## config.mk

```make
export PLATFORM = sky130hd
export DESIGN_NAME = mul_operand_feeder
export DESIGN_NICKNAME = d
export VERILOG_FILES = /design/src/rtl/mul_operand_feeder.sv
export SDC_FILE = /design/constraint.sdc
export NUM_CORES = 1
export LEC_CHECK = 0
export ABC_AREA = 0
export BUFFER_PORTS_ARGS = -buffer_cell sky130_fd_sc_hd__buf_2
export CORE_MARGIN = 1.5
export CORE_UTILIZATION = 50
export DETAILED_ROUTE_END_ITERATION = 16
export GPL_TIMING_DRIVEN = 1
export HOLD_SLACK_MARGIN = 0.08
export PLACE_DENSITY = 0.73
export SLEW_MARGIN = 15
export SYNTH_ARGS = -nofsm -noshare
export SYNTH_HDL_FRONTEND = slang
export SYNTH_SLANG_ARGS = --single-unit
```

## constraint.sdc

```tcl
create_clock -name clk -period 8.5 [get_ports clk]
set_clock_uncertainty 0.2 [all_clocks]
set_input_delay 1.7 -clock clk [delete_from_list [all_inputs] [get_ports clk]]
set_output_delay 1.7 -clock clk [all_outputs]
set_load 0.01 [all_outputs]
```

## src/rtl/mul_operand_feeder.sv

```systemverilog
// mul_operand_feeder
//   Buffers {a,b} operand pairs in a small FIFO and sequences them onto a
//   shared operand bus for a decrement-style multiplier: a one-cycle start
//   pulse, the larger operand X for two cycles, then the smaller operand Y
//   held until the multiplier reports done.
//
// Ports
//   clk       sole clock, rising edge
//   rst_n     synchronous active-low reset
//   in_valid  upstream offers {in_a,in_b}
//   in_ready  FIFO not full (registered)
//   in_a      multiplicand offered (16 bit)
//   in_b      multiplier offered (16 bit)
//   start     one-cycle start pulse to the multiplier control
//   data      operand bus (16 bit)
//   done      multiplier finished (level, only honoured while waiting)
//   busy      a multiply is in flight
//   pair_cnt  completed multiplies, wraps 255 -> 0
//   err       one-cycle watchdog-abort pulse
//
// Configuration
//   MUL_FEEDER_TIMEOUT_EN  when defined, a watchdog aborts a WAIT that lasts
//                          TMO_CYCLES cycles; otherwise err is constant 0.
module mul_operand_feeder #(
  parameter int DEPTH      = 4,
  parameter int TMO_CYCLES = 1023
) (
  input  logic        clk,
  input  logic        rst_n,
  input  logic        in_valid,
  output logic        in_ready,
  input  logic [15:0] in_a,
  input  logic [15:0] in_b,
  output logic        start,
  output logic [15:0] data,
  input  logic        done,
  output logic        busy,
  output logic [7:0]  pair_cnt,
  output logic        err
);

  localparam int AW = (DEPTH > 1) ? $clog2(DEPTH) : 1;
  localparam int CW = AW + 1;
  localparam logic [AW-1:0] PTR_ONE  = AW'(1);
  localparam logic [CW-1:0] CNT_ONE  = CW'(1);
  localparam logic [CW-1:0] CNT_FULL = CW'(DEPTH);

  // Reject unsupported configurations at elaboration.
  if ((DEPTH < 2) || (DEPTH > 16) || ((DEPTH & (DEPTH - 1)) != 0)) begin : g_bad_depth
    $error("mul_operand_feeder: DEPTH must be a power of 2 in 2..16");
  end
  if (TMO_CYCLES < 1) begin : g_bad_tmo
    $error("mul_operand_feeder: TMO_CYCLES must be at least 1");
  end

  typedef enum logic [2:0] {
    IDLE  = 3'd0,
    START = 3'd1,
    LDA   = 3'd2,
    LDB   = 3'd3,
    WAIT  = 3'd4
  } state_t;

  state_t         state_r;
  logic [31:0]    mem_r [DEPTH];
  logic [AW-1:0]  wr_ptr_r;
  logic [AW-1:0]  rd_ptr_r;
  logic [CW-1:0]  count_r;
  logic [CW-1:0]  count_nxt_s;
  logic           push_s;
  logic           pop_s;
  logic [31:0]    head_s;
  logic [15:0]    x_nxt_s;
  logic [15:0]    y_nxt_s;
  logic [15:0]    x_r;
  logic [15:0]    y_r;
  logic           in_ready_r;
  logic           start_r;
  logic [15:0]    data_r;
  logic           busy_r;
  logic [7:0]     pair_cnt_r;
  logic           err_r;

`ifdef MUL_FEEDER_TIMEOUT_EN
  localparam int TW = $clog2(TMO_CYCLES + 1);
  localparam logic [TW-1:0] TMO_LAST = TW'(TMO_CYCLES - 1);
  localparam logic [TW-1:0] TMO_ONE  = TW'(1);
  logic [TW-1:0]  wdog_r;
  logic           tmo_hit_s;

  assign tmo_hit_s = (wdog_r == TMO_LAST);
  // The head pair leaves the FIFO on completion or on a watchdog abort.
  assign pop_s     = (state_r == WAIT) && (done || tmo_hit_s);
`else
  // The head pair stays in the FIFO for the whole multiply; it leaves only on done.
  assign pop_s     = (state_r == WAIT) && done;
`endif

  assign push_s   = in_valid && in_ready_r;

  assign in_ready = in_ready_r;
  assign start    = start_r;
  assign data     = data_r;
  assign busy     = busy_r;
  assign pair_cnt = pair_cnt_r;
  assign err      = err_r;

  // Next FIFO occupancy from this cycle's push/pop.
  always_comb begin
    count_nxt_s = count_r;
    case ({push_s, pop_s})
      2'b10:   count_nxt_s = count_r + CNT_ONE;
      2'b01:   count_nxt_s = count_r - CNT_ONE;
      default: count_nxt_s = count_r;
    endcase
  end

  // Order the head pair so X >= Y; fewer decrement iterations, same product.
  always_comb begin
    head_s  = mem_r[rd_ptr_r];
    x_nxt_s = head_s[31:16];
    y_nxt_s = head_s[15:0];
    if (head_s[15:0] > head_s[31:16]) begin
      x_nxt_s = head_s[15:0];
      y_nxt_s = head_s[31:16];
    end else begin
      x_nxt_s = head_s[31:16];
      y_nxt_s = head_s[15:0];
    end
  end

  // FIFO storage; contents need no reset because the pointers define validity.
  always_ff @(posedge clk) begin
    if (push_s) begin
      mem_r[wr_ptr_r] <= {in_a, in_b};
    end
  end

  // FIFO pointers, occupancy and the registered ready flag.
  always_ff @(posedge clk) begin
    if (!rst_n) begin
      wr_ptr_r   <= {AW{1'b0}};
      rd_ptr_r   <= {AW{1'b0}};
      count_r    <= {CW{1'b0}};
      in_ready_r <= 1'b1;
    end else begin
      if (push_s) begin
        wr_ptr_r <= wr_ptr_r + PTR_ONE;
      end
      if (pop_s) begin
        rd_ptr_r <= rd_ptr_r + PTR_ONE;
      end
      count_r    <= count_nxt_s;
      // Ready reflects the occupancy after this edge, so a pop while full
      // only reopens the input on the following cycle.
      in_ready_r <= (count_nxt_s != CNT_FULL);
    end
  end

  // Sequencing FSM with registered start/data/busy/pair_cnt/err.
  always_ff @(posedge clk) begin
    if (!rst_n) begin
      state_r    <= IDLE;
      x_r        <= 16'd0;
      y_r        <= 16'd0;
      start_r    <= 1'b0;
      data_r     <= 16'd0;
      busy_r     <= 1'b0;
      pair_cnt_r <= 8'd0;
      err_r      <= 1'b0;
`ifdef MUL_FEEDER_TIMEOUT_EN
      wdog_r     <= {TW{1'b0}};
`endif
    end else begin
      start_r <= 1'b0;
      err_r   <= 1'b0;
      case (state_r)
        IDLE: begin
          if (count_r != {CW{1'b0}}) begin
            state_r <= START;
            x_r     <= x_nxt_s;
            y_r     <= y_nxt_s;
            start_r <= 1'b1;
            data_r  <= x_nxt_s;
            busy_r  <= 1'b1;
          end else begin
            state_r <= IDLE;
          end
        end
        START: begin
          state_r <= LDA;
          data_r  <= x_r;
        end
        LDA: begin
          state_r <= LDB;
          data_r  <= y_r;
        end
        LDB: begin
          state_r <= WAIT;
          data_r  <= y_r;
`ifdef MUL_FEEDER_TIMEOUT_EN
          wdog_r  <= {TW{1'b0}};
`endif
        end
        WAIT: begin
          if (done) begin
            state_r    <= IDLE;
            busy_r     <= 1'b0;
            pair_cnt_r <= pair_cnt_r + 8'd1;
          end
`ifdef MUL_FEEDER_TIMEOUT_EN
          else if (tmo_hit_s) begin
            state_r <= IDLE;
            busy_r  <= 1'b0;
            err_r   <= 1'b1;
          end else begin
            wdog_r  <= wdog_r + TMO_ONE;
          end
`else
          else begin
            state_r <= WAIT;
          end
`endif
        end
        default: begin
          state_r <= IDLE;
          busy_r  <= 1'b0;
        end
      endcase
    end
  end

endmodule

```

# ---- Yosys cells after proc, flatten, opt, wreduce, memory -nomap -nowiden
# Memories as Yosys holds them, arrays and structs flattened. A register that Yosys moved wholly into a read port is not among the register bits.
# Cells that the tools add are included.
dict set report word_totals {
  ff_bits 69
  ramBits 128
  input_bits 36
  out_inout_bits 28
  elab_cells 56
  mem_count 1
}
dict set report classes {
  add_sub_neg 5
  magnitude_cmp 1
  n_eq_ne 9
  mux 16
  bitwise 1
  reduce_logical 12
}
# name depth word_bits read_ports rd_clocked_by_memory_dff write_ports line_no
set mem_list {}
lappend mem_list {mem_r 4 32 1 1 1 65} ;# logic [31:0] mem_r [DEPTH];
# operator n
set ops {}
lappend ops {{two-way mux 16 bit} 3}
lappend ops {{one-hot mux 16 bit (3 select lines)} 1}
lappend ops {{greater-than comparator 16 bit} 1}
lappend ops {{one-hot mux 3 bit (5 select lines)} 1}
lappend ops {{adder 8 x 1 -> 8 bit (second input constant)} 1}
lappend ops {{AND reduction 2 bit} 4}
lappend ops {{== test 3 x 2 -> 1 bit (second input constant)} 2}
lappend ops {{two-way mux 1 bit} 6}
lappend ops {{one-hot mux 3 bit (2 select lines)} 1}
lappend ops {{nonzero test 3 bit} 2}
lappend ops {{adder 2 x 1 -> 2 bit (second input constant)} 2}
lappend ops {{two-way mux 2 bit} 2}
lappend ops {{inequality test 2 bit (second input constant)} 2}
lappend ops {{adder 3 x 1 -> 3 bit (second input constant)} 1}
lappend ops {{== test 3 x 1 -> 1 bit (second input constant)} 1}
lappend ops {{== test 3 bit (second input constant)} 1}
lappend ops {{logical NOT 3 bit} 1}
lappend ops {{two-way mux 3 bit} 1}
lappend ops {{inequality test 3 bit (second input constant)} 1}
lappend ops {{one-hot mux 1 bit (3 select lines)} 1}
lappend ops {{AND reduction 3 bit} 1}
lappend ops {{OR reduction 3 bit} 1}
lappend ops {{subtractor 3 x 1 -> 3 bit (second input constant)} 1}
lappend ops {{== test 2 x 1 -> 1 bit (second input constant)} 1}
lappend ops {{other kinds (4)} 5}

# ---- Depth between registers and ports, before layout
dict set report logic_depth {
  word_depth 5
  mapped_depth 14
  ltp_nobuf 10
}

# ---- Worst setup path after synthesis
# Ideal clock, no wire load.
dict set report synth_path {
  path_type {input -> register}
  from {input done}
  to {register in_ready_r, in the netlist in_ready}
  setup_time_ns 0.122
  arrival_time_ns 3.500
  required_time_ns 8.178
  path_slack_ns 4.678
  path_stages 9
  path_buffers 0
  path_cell_list {nand2_1 > nor3_2 > ha_1 > inv_1 > fa_1 > xor2_1 > or3_1 > a21boi_0 > nand2_1}
}
dict set report synth_via {
  elab_chain_cells 4
  elab_cells_between_ends 5
  cone_classes {eq/ne (3); mux (1); reduce/logical (1)}
}
# element line_no
set synth_lines {}
lappend synth_lines {{from (decl)} 36} ;# input logic done,
lappend synth_lines {{logical AND 1 bit (*)} 96} ;# assign pop_s = (state_r == WAIT) && done;
lappend synth_lines {{== test 2 x 1 -> 1 bit / == test 2 bit (equally long branches)} 111} ;# case ({push_s, pop_s})
lappend synth_lines {{one-hot mux 3 bit (2 select lines) (*)} 111}
lappend synth_lines {{inequality test 3 bit (*)} 156} ;# in_ready_r <= (count_nxt_s != CNT_FULL);
lappend synth_lines {{to (signal assigned)} 156}
lappend synth_lines {{to (decl)} 77} ;# logic in_ready_r;
# Mark *: on every way between the ends. The rest lies on a longest branch, timed or not.
# A chain may end at the register's enable or synchronous reset.

==> results.ini <==
[yosys]
synth-compound-area-share = 0.129
synth.avg_cell_area_um2 = 13.5
synthDistinctLibCells = 47
syn_area_um2 = 8360
yosys_warnings = 0
synth_top_family_by_area = compound AO/OA/AOI/OAI gates
synth_xor_area_frac = 0.0136
synth-adder-area-share = 0.0353
synth-seq-cells = 199
synthArstFlopShare = 0
synth_top_area_frac = 0.460
synth_area_leaders = edfxtp_1 46%, dfxtp_1 17%, mux4_2 7.3%, o21ai_0 4.1%, ha_1 3.3%
synth_cells = 619
synth_edf_count = 128
synth-simple-area-share = 0.0744
ys_seq_area_frac = 0.630
syn-num-nets = 678
synthMuxAreaShare = 0.0866
ys.flop_type = edfxtp_1
synth_top_cell_by_area = edfxtp_1

[worst_setup_path]
crit_type = reg2reg
critPathLaunchType = flip-flop
crit_end = x_r[2]
path_cells = buf_4 -> mux4_2 -> inv_1 -> ha_1 -> a21oi_1 -> o21ai_0 -> nor4_1 -> nand3_1 -> nand2_1 -> a211oi_1
crit_required_ps = 8590
regToRegEndpoint = x_r[2]
cp.arrival_ps = 4560
path_max_fanout = 37
end_kind = flip-flop
reg2reg_slack_ps = 4030
r2r_cells = 10
cp_slowest_cell = nand3_1
max_stage_delay_ps = 920

[die]
io-pin-count = 64
die_w_um = 132
die_h_um = 132
fp-row-count = 47
fp.coreArea_um2 = 16500
dieArea_um2 = 17500
start_util = 0.508

[drt]
drt-pass1-iter-count = 8
num_vias = 5489
drc = 0
via_per_inst = 6.09
post_drt_wl_per_cell_um = 19.4
ant_nets = 0
drt-total-wl_um = 17500
first_iter_violations = 706

[global_route]
antenna_found_initial = 1
track_usage = 0.204
grt_overflow_total = 0
grt_start_max_net_pins = 69
grt_pass1_wl_um = 27700
grt_pass1_vias = 5257

[power_and_ir_drop]
seq_power_share = 0.510
pwr-share-clk = 0.328
total_power_mw = 2.29
p_comb_frac = 0.162
power.density_nw_per_um2 = 243
switching_share = 0.274
vdd_drop_max_mv = 0.158
p_leak_nw = 3.30
p_int_mw = 1.66
switching_power_mw = 0.627

[place]
pre_cts_slack_ps = 4060
routabilityCongestion = 0.843
dp_hpwl_um = 10900
numPortBuffers = 62

[final_layout]
synthToLayoutAreaGrowth_pct = 12.6
layout-drive-gt1-share = 0.209
fin_nets = 727
fill_cells = 1289
final_util = 0.572

[clocking]
cts_tree = built
cts_setup_buffers = 0
cts_sinks = 199
holdBufCountCts = 0
htreeDepth = 4
root_buffer = clkbuf_16
cts-resized-gates = 0
clk_pin_slew_ps = 70
worstSkewPairLatency_ps = 430
numCtsBuffers = 17
cts_buffer_depth = 2

[sta]
final.min_clock_period_ps = 4470
tightest_slew_ps = 1150
setup_viol_count_final = 0
setup_ws_ps = 4030
final.setup.tns_ps = 0
fin_crit_sh = 0.525
drv_slew = 0
fmax_ghz = 0.224
hold_viol_final = 0
relSlewSlack = 0.232
rsz0062_at_grt = false

[run]
max_cap_viol_count = 0

[status]
outcome = complete, no violations

[min_path]
hold_path.class = reg2reg

-- per-layer routing --
metal / GRT usage / share of wire / vias up
li1: - / - / 2507
met4: 0.0757 / 0.016 / 0
met5: 0 / 0 / -
met2: 0.314 / 0.47 / 223
met1: 0.281 / 0.44 / 2734
met3: 0.0534 / 0.071 / 25
-- cell usage after synthesis, types with 8 or more instances --
master and count:
edfxtp_1 128, mux4_2 27, a221o_1 10, a31oi_1 27
nand2_1 24, a21oi_1 37, dfxtp_1 71, o211ai_1 11
o21ai_0 69, clkbuf_1 28, and2_1 20, xnor2_1 9
nand4_1 10, ha_1 22, buf_2 12, inv_1 17
nor4_1 8
-- per-stage QoR --
| step | instance area [um^2] | std cells | hold WS [ps] |
|---|---|---|---|
| global placement | 8850 | 868 | 274 |
| CTS | 9400 | 900 | 293 |
| finish | 9410 | 902 | 282 |
| global route | 9410 | 901 | 328 |
| floorplan | 8360 | 619 | 277 |
| detailed placement | 8850 | 868 | 283 |
-- how the worst min path moves through the flow --
stage,cells past startpoint,slack [ps],end,startpoint
after floorplan,2,280,wr_ptr_r[1],wr_ptr_r[1]
after global placement,2,270,busy,busy
after detailed placement,2,280,busy,busy
after CTS,2,290,busy,busy
after global routing,2,330,busy,busy
final,2,280,busy,busy
-- layout make-up --
class / count / area (um^2) / area share
Multi-Input combinational cell: 358 / 2840 / 0.302
Tap cell: 220 / 275 / 0.0292
Antenna cell: 1 / 2.50 / 0.000266
Inverter: 18 / 67.6 / 0.00718
Timing Repair Buffer: 74 / 404 / 0.0429
Clock buffer: 17 / 425 / 0.0452
Clock inverter: 15 / 128 / 0.0136
Sequential cell: 199 / 5270 / 0.559
-- power by group through the flow --
| stage | combinational, mW | sequential (mW) | clock [mW] |
|---|---|---|---|
| floorplan | 0.245 | 1.18 | 0 |
| global placement | 0.353 | 1.18 | 0 |
| global route | 0.406 | 1.18 | 0.803 |
| finish | 0.371 | 1.17 | 0.751 |
| detailed placement | 0.362 | 1.19 | 0 |
| CTS | 0.365 | 1.17 | 0.764 |
-- logic make-up after synthesis --
logic type	Yosys count
adders and majority gates	23
xor gates and xnor gates	13
buffers and inverters	62
AOI/OAI and AO/OA	178
muxes	38
and+or+nand+nor	105
DFF	199
other	1
-- worst max-delay path, delay by kind of cell, from the launching register on --
family                     cells  cell delay, ps
AOI/OAI and AO/OA              3             390
adders and majority gates      1             280
and+or+nand+nor                3            1880
DFF                            1             310
muxes                          1             650
buffers and inverters          2             590
-- sequential cells by signal, indices dropped and copies added, names as in the netlist, named ones only --
register / flops
rd_ptr_r: 2
in_ready: 1
mem_r: 128
y_r: 16
data: 16
pair_cnt: 8
x_r: 16
state_r: 3
start: 1
wr_ptr_r: 2
busy: 1
count_r: 3
-- cell usage in the layout, fill, tap and decap left out, drive strengths merged, types with 2 or more instances in the layout --
cell type / n
a211oi: 5
a21boi: 3
a21oi: 37
a221o: 10
a222oi: 6
a31oi: 27
and2: 20
and3: 6
and4: 2
buf: 74
clkbuf: 17
clkinv: 7
clkinvlp: 5
dfxtp: 71
edfxtp: 128
ha: 22
inv: 20
mux2: 5
mux2i: 6
mux4: 27
nand2: 24
nand2b: 6
nand3: 6
nand4: 11
nor2: 3
nor2b: 4
nor3: 6
nor4: 9
o211ai: 11
o21ai: 72
o311ai: 5
or3: 6
xnor2: 9
xor2: 4
Power figures use the tool's default switching activity.
